[src/rtl/fetch_pc_stage.sv]
// Instruction-fetch stage: owns the PC and loads the IF/ID pipeline register.
// A BOOT/RUN/HALT sequencer handles stall, branch redirect and the halt instruction.
module fetch_pc_stage #(
  parameter int unsigned     WL         = 5,
  parameter int unsigned     IW         = 32,
  parameter logic [WL-1:0]   RESET_PC   = '0,
  parameter logic [IW-1:0]   HALT_INSTR = 32'hFFFF_FFFF
) (
  input  logic          clk,
  input  logic          rst_n,
  input  logic          stall,
  input  logic          branch_taken,
  input  logic [WL-1:0] branch_target,
  input  logic [WL-1:0] seq_pc,
  input  logic [IW-1:0] instr_in,
  output logic [WL-1:0] pc,
  output logic [IW-1:0] instr_d,
  output logic [WL-1:0] pc_plus_d,
  output logic          valid_d,
  output logic          halted
);

  typedef enum logic [1:0] {
    ST_BOOT = 2'd0,
    ST_RUN  = 2'd1,
    ST_HALT = 2'd2
  } state_e;

  state_e        state_q, state_d;
  logic [WL-1:0] pc_q, pc_d;
  logic [IW-1:0] ifid_instr_q, ifid_instr_d;
  logic [WL-1:0] ifid_pc_plus_q, ifid_pc_plus_d;
  logic          ifid_valid_q, ifid_valid_d;

  always_comb begin
    state_d        = state_q;
    pc_d           = pc_q;
    ifid_instr_d   = ifid_instr_q;
    ifid_pc_plus_d = ifid_pc_plus_q;
    ifid_valid_d   = ifid_valid_q;

    case (state_q)
      ST_BOOT: begin
        state_d = ST_RUN;
      end

      ST_RUN: begin
        if (branch_taken) begin
          pc_d           = branch_target;
          ifid_instr_d   = '0;
          ifid_pc_plus_d = '0;
          ifid_valid_d   = 1'b0;
        end else if (!stall) begin
          ifid_instr_d   = instr_in;
          ifid_pc_plus_d = seq_pc;
          ifid_valid_d   = 1'b1;
          // The halt instruction itself is delivered, but the PC stops on it.
          if (instr_in == HALT_INSTR) begin
            state_d = ST_HALT;
          end else begin
            pc_d = seq_pc;
          end
        end
      end

      ST_HALT: begin
        if (branch_taken) begin
          pc_d           = branch_target;
          ifid_instr_d   = '0;
          ifid_pc_plus_d = '0;
          ifid_valid_d   = 1'b0;
          state_d        = ST_RUN;
        end else if (!stall) begin
          ifid_instr_d   = '0;
          ifid_pc_plus_d = '0;
          ifid_valid_d   = 1'b0;
        end
      end

      default: begin
        state_d = ST_BOOT;
      end
    endcase
  end

  always_ff @(posedge clk or negedge rst_n) begin
    if (!rst_n) begin
      state_q        <= ST_BOOT;
      pc_q           <= RESET_PC;
      ifid_instr_q   <= '0;
      ifid_pc_plus_q <= '0;
      ifid_valid_q   <= 1'b0;
    end else begin
      state_q        <= state_d;
      pc_q           <= pc_d;
      ifid_instr_q   <= ifid_instr_d;
      ifid_pc_plus_q <= ifid_pc_plus_d;
      ifid_valid_q   <= ifid_valid_d;
    end
  end

  assign pc        = pc_q;
  assign instr_d   = ifid_instr_q;
  assign pc_plus_d = ifid_pc_plus_q;
  assign valid_d   = ifid_valid_q;
  assign halted    = (state_q == ST_HALT);

endmodule

[config.mk]
export PLATFORM = sky130hd
export DESIGN_NAME = fetch_pc_stage
export DESIGN_NICKNAME = d
export VERILOG_FILES = /design/src/rtl/fetch_pc_stage.sv
export SDC_FILE = /design/constraint.sdc
export NUM_CORES = 1
export LEC_CHECK = 0
export BUFFER_PORTS_ARGS = -buffer_cell sky130_fd_sc_hd__buf_2
export CORE_ASPECT_RATIO = 2
export CORE_MARGIN = 1.5
export CORE_UTILIZATION = 48
export CTS_BUF_LIST = sky130_fd_sc_hd__clkbuf_2
export CTS_CLUSTER_SIZE = 8
export DETAILED_ROUTE_END_ITERATION = 12
export PLACE_DENSITY = 0.91
export SLEW_MARGIN = 20
export SYNTH_ARGS = -nofsm -noshare
export SYNTH_HDL_FRONTEND = slang
export SYNTH_SLANG_ARGS = --single-unit
[constraint.sdc]
create_clock -name clk -period 1.7 [get_ports clk]
set_clock_uncertainty 0.05 [all_clocks]
set_input_delay 0.255 -clock clk [delete_from_list [all_inputs] [get_ports clk]]
set_output_delay 0.255 -clock clk [all_outputs]
set_load 0.02 [all_outputs]
* Yosys cells after proc, flatten, opt, wreduce, memory -nomap -nowiden
Cells that the tools add are included.
** Storage, ports and cells
- Word-level logic and storage cells :: 45
- Flip-flop bits (word level) :: 45
- Input bits :: 46
- Output and inout bits :: 44
** Operators by class
- Eq/ne operators :: 10
- Reduce and logical (&&, ||, !) cells :: 5
- Mux-type cells :: 25
** Operators by type and width (count)
- $mux W32 :: 4
- $pmux W32 S2 :: 1
- $mux W5 :: 8
- $eq A32 B32 Y1 const B :: 1
- $pmux W5 S2 :: 2
- $ne A3 B3 Y1 const B :: 3
- $mux W2 :: 4
- $ne A2 B2 Y1 const B :: 4
- $reduce_and A4 Y1 :: 2
- $pmux W2 S3 :: 1
- $mux W1 :: 4
- $reduce_and A3 Y1 :: 1
- $eq A2 B1 Y1 const B :: 1
- $eq A2 B2 Y1 const B :: 1
- $logic_not A2 Y1 :: 1
- $pmux W1 S2 :: 1
- $reduce_bool A2 Y1 :: 1

* Longest topological paths before layout
Gate-level depths: netlist of run 1.
- Word-level depth :: 5
- Mapped depth :: 6
- Gate-level depth less buffers :: 4

* Least setup slack after synthesis of run 1
Ideal clock, no wire load.
- Path type :: flip-flop to flip-flop
- From :: register state_q[0]
- To :: register pc_q[0], in the netlist pc[0]
- Slack :: 0.133 ns
- Clock period less this slack :: 1.567 ns
- Data required time :: 1.525 ns
- Library setup time :: 0.125 ns
- Stages on the path, launching flop included :: 5
- Path buffers :: 0
- Arrival :: 1.393 ns
- Cells stage by stage :: dfrtp_1 -> nor2b_4 -> a22oi_1 -> a31oi_2 -> mux2_2
** Between the ends
- Cells in the longest elaborated chain, start to end :: 3
- Elaborated cells on any way between the ends :: 8
- Classes of those cells :: 5 x eq/ne; 1 x mux; 2 x reduce/logical
** Ends and longest elaborated chain
- from (decl) :: RTL line 29 : state_e state_q, state_d;
- from (signal assigned) :: RTL line 94 : state_q <= state_d;
- $eq A2 B2 Y1 (*)
- net halted :: RTL line 20 : output logic halted
- $ne A2 B2 Y1 (no source line) / $reduce_bool A2 Y1 (equally long branches)
- $reduce_and A4 Y1 (no source line)
- to (signal assigned) :: RTL line 95 : pc_q <= pc_d;
- to (decl) :: RTL line 30 : logic [WL-1:0] pc_q, pc_d;
Mark *: on every way through the listed nets, which the timed path passes. The rest lies on a longest branch.
A chain may end at the register's enable or synchronous reset.

* Worst setup path after layout of run 1
- From :: register state_q[1]
- To :: register pc_q[4], in the netlist pc[4]
** Between the ends
- Cells in the longest elaborated chain, start to end :: 3
- Elaborated cells on any way between the ends :: 8
- Classes of those cells :: 5 x eq/ne; 1 x mux; 2 x reduce/logical
** Ends and longest elaborated chain
- $eq A2 B1 Y1 / $eq A2 B2 Y1 (equally long branches) :: RTL line 42 : case (state_q)
- $ne A3 B3 Y1 (no source line) (tied with other cells)
- $reduce_and A4 Y1 (no source line)
Parallel ways exist; a longest one is shown, timed or not.

==> results of run 1 <==
==> state kept, by name, indices dropped and copies added (netlist names) <==
signal / cells
instr_d: 32
pc: 5
pc_plus_d: 5
state_q: 2
valid_d: 1
==> layer usage <==
layer / GRT usage / routed length (µm) / up-vias
li1: - / - / 884
met2: 0.406 / 2790 / 76
met1: 0.231 / 1690 / 865
met4: 0.0923 / 137 / 0
met3: 0.0463 / 254 / 11
met5: 0 / 0 / -
==> worst paths after layout <==
check	start	to	slack [ns]	cells past startpoint
setup / recovery	state_q[1]	pc[4]	0.01	5
hold / removal	instr_in[12]	instr_d[12]	0.03	3
setup reg to reg	state_q[1]	pc[4]	0.01	5
hold reg to reg	instr_d[12]	instr_d[12]	0.45	2
max in group asynchronous	rst_n	pc[2]	0.75	3
min in group asynchronous	rst_n	instr_d[12]	0.28	2
==> tightest hold or removal path, delay by kind of cell <==
kind,cells,cell delay [ns]
AND/OR/NAND/NOR,1,0.04
AO/OA/AOI/OAI,1,0.06
buffers and inverters,1,0.11
==> final cells by class <==
type / count / area (µm²) / share of cell area
multi-input cells: 146 / 785 / 0.298
flip-flops and latches: 45 / 1130 / 0.428
clock inverters: 3 / 12.5 / 0.00475
clock buffers: 5 / 25.0 / 0.00951
inverters: 1 / 3.75 / 0.00143
repair buffers: 106 / 617 / 0.234
well taps: 51 / 63.8 / 0.0242
==> kinds of logic after synthesis <==
logic type             share of synthesized area
flip-flops                                 0.574
AND/OR/NAND/NOR                            0.210
AO/OA/AOI/OAI                              0.117
buffers and inverters                     0.0351
multiplexers                              0.0632
==> power by group <==
part           switching [mW]  internal, mW
sequential             0.0405          1.15
clock                   0.311        0.0901
combinational           0.271         0.176
==> cell usage in the layout (no fill, tap or decap), types with 2 or more instances in the layout <==
cell                            count
sky130_fd_sc_hd__clkinv_1           2
sky130_fd_sc_hd__o21ai_1            7
sky130_fd_sc_hd__clkbuf_2           5
sky130_fd_sc_hd__nand2_1           76
sky130_fd_sc_hd__mux2_2            11
sky130_fd_sc_hd__buf_4              6
sky130_fd_sc_hd__dlygate4sd3_1     10
sky130_fd_sc_hd__buf_2             88
sky130_fd_sc_hd__o21ai_0           31
sky130_fd_sc_hd__dfrtp_1           45
sky130_fd_sc_hd__nand4_1            7
==> timing repair <==
action                                 in CTS  in global routing
hold buffers                                2                  8
gates resized for setup                     1                  2
gates cloned                                0                  0
setup buffers                               1                  0
setup endpoints to repair                   5                 26
endpoints found under the hold margin      24                  8
pin swaps                                   0                  0
==> per-stage QoR <==
step,hold WS (ns),area (µm²)
2_1_floorplan,-0.0906,1960
3_3_place_gp,0.213,2480
3_5_place_dp,0.217,2480
4_1_cts,0.000141,2550
5_1_grt,0.00345,2630
6_report,0.0255,2630
==> flow_metrics.tcl, run 1 <==
set metrics [dict create \
    clk_path_buf_depth 2 \
    die_y_um 93.4 \
    antenna_cells_inserted 0 \
    rsz0062_at_grt "true" \
    initialDrtViolationCount 34 \
    place_inst 338 \
    syn_to_final_growth_pct 34.3 \
    postSynth.topFlopCell "sky130_fd_sc_hd__dfrtp_1" \
    timing.setup.critical_path_class "register to register" \
    maximum_number_of_pins_on_one_net_before_global_route_repair 43 \
    wire_length_of_the_first_global_routing_pass_um 7220 \
    number_of_global_route_vias_before_repair 1718 \
    instances_no_fill 357 \
    cp_top_family "flip-flops" \
    synthesis.instances 204 \
    post_synth_top_area_cell "sky130_fd_sc_hd__dfrtp_1" \
    design.portCount 90 \
    post_synth.cell_area_avg_um2 9.61 \
    yosys_register_bits 45 \
    final_net_count 351 \
    die-width_um 48.2 \
    groute.usage.overall 0.226 \
    synth_nets 250 \
    numCtsBuffers 5 \
    io_buf_count 89 \
    synth-warning-count 0 \
    cts_root_buf "sky130_fd_sc_hd__clkbuf_2" \
    dieArea_um2 4500 \
    required_ns 1.95 \
    fin_total_pwr_mw 2.04 \
    synth_top_area_frac 0.574 \
    dp_worst_setup_slack_ns -0.0766 \
    yosys-top-cells-count "sky130_fd_sc_hd__nand2_1, sky130_fd_sc_hd__dfrtp_1, sky130_fd_sc_hd__o21ai_0" \
    drt-wirelength-per-cell_um 13.7 \
    dp.final_hpwl_um 3780 \
    worst_path_max_delay_cell "sky130_fd_sc_hd__dfrtp_1" \
    max_slew_margin 0.644 \
    final_antenna_net_count 0 \
    critPathBufInv 1 \
    drt_pass1_iterations 4 \
    final.setup.tns_ns 0 \
    finalWorstPathRequiredPeriod_ns 1.69 \
    syn_area_um2 1960 \
    place_congestion 0.815 \
    finalMaxSlewViolations 0 \
    detail_route.drc_violations 0 \
    clock_h_tree_levels 2 \
    maxClockFrequency_ghz 0.592 \
    filler_cell_count 328 \
    timing.final.crit_share 0.993 \
    worst_skew_pair.late_latency_ns 0.40 \
    post_route_cells_drive_above_1_share 0.392 \
    detailroute.via_count 1836 \
    crit_path_cells "nor2b_4 -> a22oi_1 -> a31oi_2 -> buf_4 -> mux2_2" \
    final_core_utilization 0.678 \
    antenna_violations_before_repair 0 \
    synth.most_common_cell "sky130_fd_sc_hd__nand2_1" \
    capturing_element_type_of_the_critical_path "register" \
    floorplan.rows 32 \
    critPathLaunchType "register" \
    ys_async_sr_fraction 1.00 \
    crit_path_max_fanout 5 \
    setup_ws_ns 0.0120 \
    largest_voltage_drop_on_the_vdd_net_mv 0.555 \
    worstPathArrival_ns 1.94 \
    yosys-top-cells-area "sky130_fd_sc_hd__dfrtp_1, sky130_fd_sc_hd__nand2_1, sky130_fd_sc_hd__o21ai_0" \
    cts_sinks 45 \
    static-leakage-power_nw 1.33 \
    holdCritPathClass "input pin to register" \
    final_hold_viols 0 \
    synth_cell_types 23 \
    max_cap_violations 0 \
    placeableCoreArea_um2 3880 \
    result_of_the_run "completed" \
    critical-path-max-stage-delay_ns 0.46 \
    worst_pin_slew_ns 0.533 \
    route.detailed.vias_per_inst 5.14 \
    timing.final.setup_violations 0 \
    initial_utilization 0.505 \
    clk_pin_slew_worst_paths_ns 0.20 \
    drt_wl_total_um 4880 \
    tritoncts_clock_tree "built" \
    synth-edff-count 0 \
    grt.overflow.total 0 \
    yosysSeqAreaShare 0.574 \
    power_per_cell_area_nw_per_um2 774 \
]
(Power assumes the default switching activity.)
==> run 2, diff against run 1 <==
--- a/config.mk
+++ b/config.mk
@@ -5,7 +5,7 @@
 export SDC_FILE = /design/constraint.sdc
 export NUM_CORES = 1
 export LEC_CHECK = 0
-export BUFFER_PORTS_ARGS = -buffer_cell sky130_fd_sc_hd__buf_2
+export BUFFER_PORTS_ARGS = -buffer_cell sky130_fd_sc_hd__buf_4
 export CORE_ASPECT_RATIO = 2
 export CORE_MARGIN = 1.5
 export CORE_UTILIZATION = 48
==> run 2 against run 1 <==
Global-route usage grew 0.90 points. Sequential power is essentially flat. Critical path type unchanged. Worst setup slack lost 0.0030 ns. Final cell count shrank 1.1%. Power grew 5.4%. Via count shrank 0.76%. Clock power grew 8.0%. Hold slack lost 0.0012 ns. Final area grew 7.3%. Critical path depth shrank 1. Non-clock buffer count shrank 4.
==> flow_metrics.tcl, run 2 (synthesized netlist as in run 1, its figures left out) <==
set metrics [dict create \
    dp_worst_setup_slack_ns -0.0300 \
    post_route_cells_drive_above_1_share 0.407 \
    final.setup.tns_ns 0 \
    number_of_global_route_vias_before_repair 1722 \
    worst_pin_slew_ns 0.541 \
    max_cap_violations 0 \
    clock_h_tree_levels 2 \
    detailroute.via_count 1822 \
    die-width_um 48.2 \
    max_slew_margin 0.639 \
    worst_skew_pair.late_latency_ns 0.39 \
    route.detailed.vias_per_inst 5.16 \
    critical-path-max-stage-delay_ns 0.47 \
    detail_route.drc_violations 0 \
    io_buf_count 89 \
    placeableCoreArea_um2 3880 \
    instances_no_fill 353 \
    post_dp_cell_area_um2 2700 \
    drt_pass1_iterations 4 \
    syn_to_final_growth_pct 44.1 \
    critPathLaunchType "register" \
    groute.usage.overall 0.235 \
    clk_pin_slew_worst_paths_ns 0.20 \
    finalWorstPathRequiredPeriod_ns 1.69 \
    initial_utilization 0.505 \
    dp.final_hpwl_um 3900 \
    largest_register_ff_count 32 \
    rsz0062_at_grt "true" \
    capturing_element_type_of_the_critical_path "register" \
    maxClockFrequency_ghz 0.591 \
    static-leakage-power_nw 1.38 \
    cts_sinks 45 \
    postLayoutCellArea_um2 2830 \
    wire_length_of_the_first_global_routing_pass_um 7450 \
    finalMaxSlewViolations 0 \
    power_per_cell_area_nw_per_um2 760 \
    place_congestion 0.754 \
    cp_top_family "multiplexers" \
    cts_root_buf "sky130_fd_sc_hd__clkbuf_2" \
    crit_path_cells "nor2b_4 -> nor2_4 -> mux2_2 -> mux2_2" \
    timing.final.crit_share 0.995 \
    die_y_um 93.4 \
    worstPathArrival_ns 1.95 \
    maximum_number_of_pins_on_one_net_before_global_route_repair 46 \
    timing.setup.critical_path_class "register to register" \
    worst_path_max_delay_cell "sky130_fd_sc_hd__dfrtp_1" \
    numCtsBuffers 5 \
    design.portCount 90 \
    antenna_violations_before_repair 0 \
    drt_wl_total_um 5140 \
    timing.reg2reg.setup_slack_ns 0.009 \
    initialDrtViolationCount 46 \
    antenna_cells_inserted 0 \
    holdCritPathClass "input pin to register" \
    final_hold_viols 0 \
    largest_voltage_drop_on_the_vdd_net_mv 0.654 \
    dieArea_um2 4500 \
    layout_commonest_cell "sky130_fd_sc_hd__buf_4" \
    drt-wirelength-per-cell_um 14.5 \
    required_ns 1.96 \
    timing.final.setup_violations 0 \
    final_antenna_net_count 0 \
    mostFrequentLayoutCells "sky130_fd_sc_hd__buf_4, sky130_fd_sc_hd__nand2_1, sky130_fd_sc_hd__dfrtp_1" \
    place_inst 336 \
    timing.critical_path.mode_cell "sky130_fd_sc_hd__mux2_2" \
    setup_ws_ns 0.00895 \
    grt.overflow.total 0 \
    crit_path_max_fanout 10 \
    clk_path_buf_depth 2 \
    tritoncts_clock_tree "built" \
    floorplan.rows 32 \
    result_of_the_run "completed" \
    final_net_count 347 \
    critPathBufInv 0 \
]
run 2: per-layer routing:
metal | global-route usage | up-vias | part of all wire
li1 | - | 875 | -
met1 | 0.241 | 852 | 0.34
met2 | 0.421 | 81 | 0.57
met3 | 0.0386 | 14 | 0.052
met4 | 0.106 | 0 | 0.032
met5 | 0 | - | 0
run 2: timing repair:
item,in CTS,in global routing
hold endpoints to repair,45,4
setup endpoints to repair,5,27
cloned,0,0
gates resized for setup,0,2
setup buffers,1,3
hold buffers,1,4
pin swaps,0,1
run 2: worst paths after layout:
| kind | start | end | cells past startpoint |
|---|---|---|---|
| max | state_q[1] | pc[4] | 4 |
| min in group asynchronous | rst_n | valid_d | 2 |
| min | seq_pc[3] | pc_plus_d[3] | 3 |
| max in group asynchronous | rst_n | pc_plus_d[4] | 2 |
| max reg2reg | state_q[1] | pc[4] | 4 |
| min reg2reg | instr_d[9] | instr_d[9] | 2 |
run 2: cell type report:
cell class,count,area (µm²)
Clock buffer,8,40.0
Fill cell,307,1060
Inverter,1,3.75
Multi-Input combinational cell,146,785
Sequential cell,45,1130
Tap cell,51,63.8
Timing Repair Buffer,102,807
run 2: where the power goes:
group | internal, mW | switching, mW
Clock | 0.121 | 0.312
Sequential | 1.15 | 0.0460
Combinational | 0.245 | 0.274
run 2: tightest hold or removal path, cell delays in order:
cell and delay [ns]:
sky130_fd_sc_hd__buf_4 0.11, sky130_fd_sc_hd__nand2_1 0.05, sky130_fd_sc_hd__o21ai_1 0.05
run 2: stage by stage:
step	total power [mW]	hold slack, ns	util
after floorplan	1.43	-0.0906	-
after global placement	1.71	0.229	0.695
after detailed placement	1.72	0.234	0.695
after CTS	2.15	0.00155	0.710
after global routing	2.26	0.00943	0.727
final	2.15	0.0243	0.727
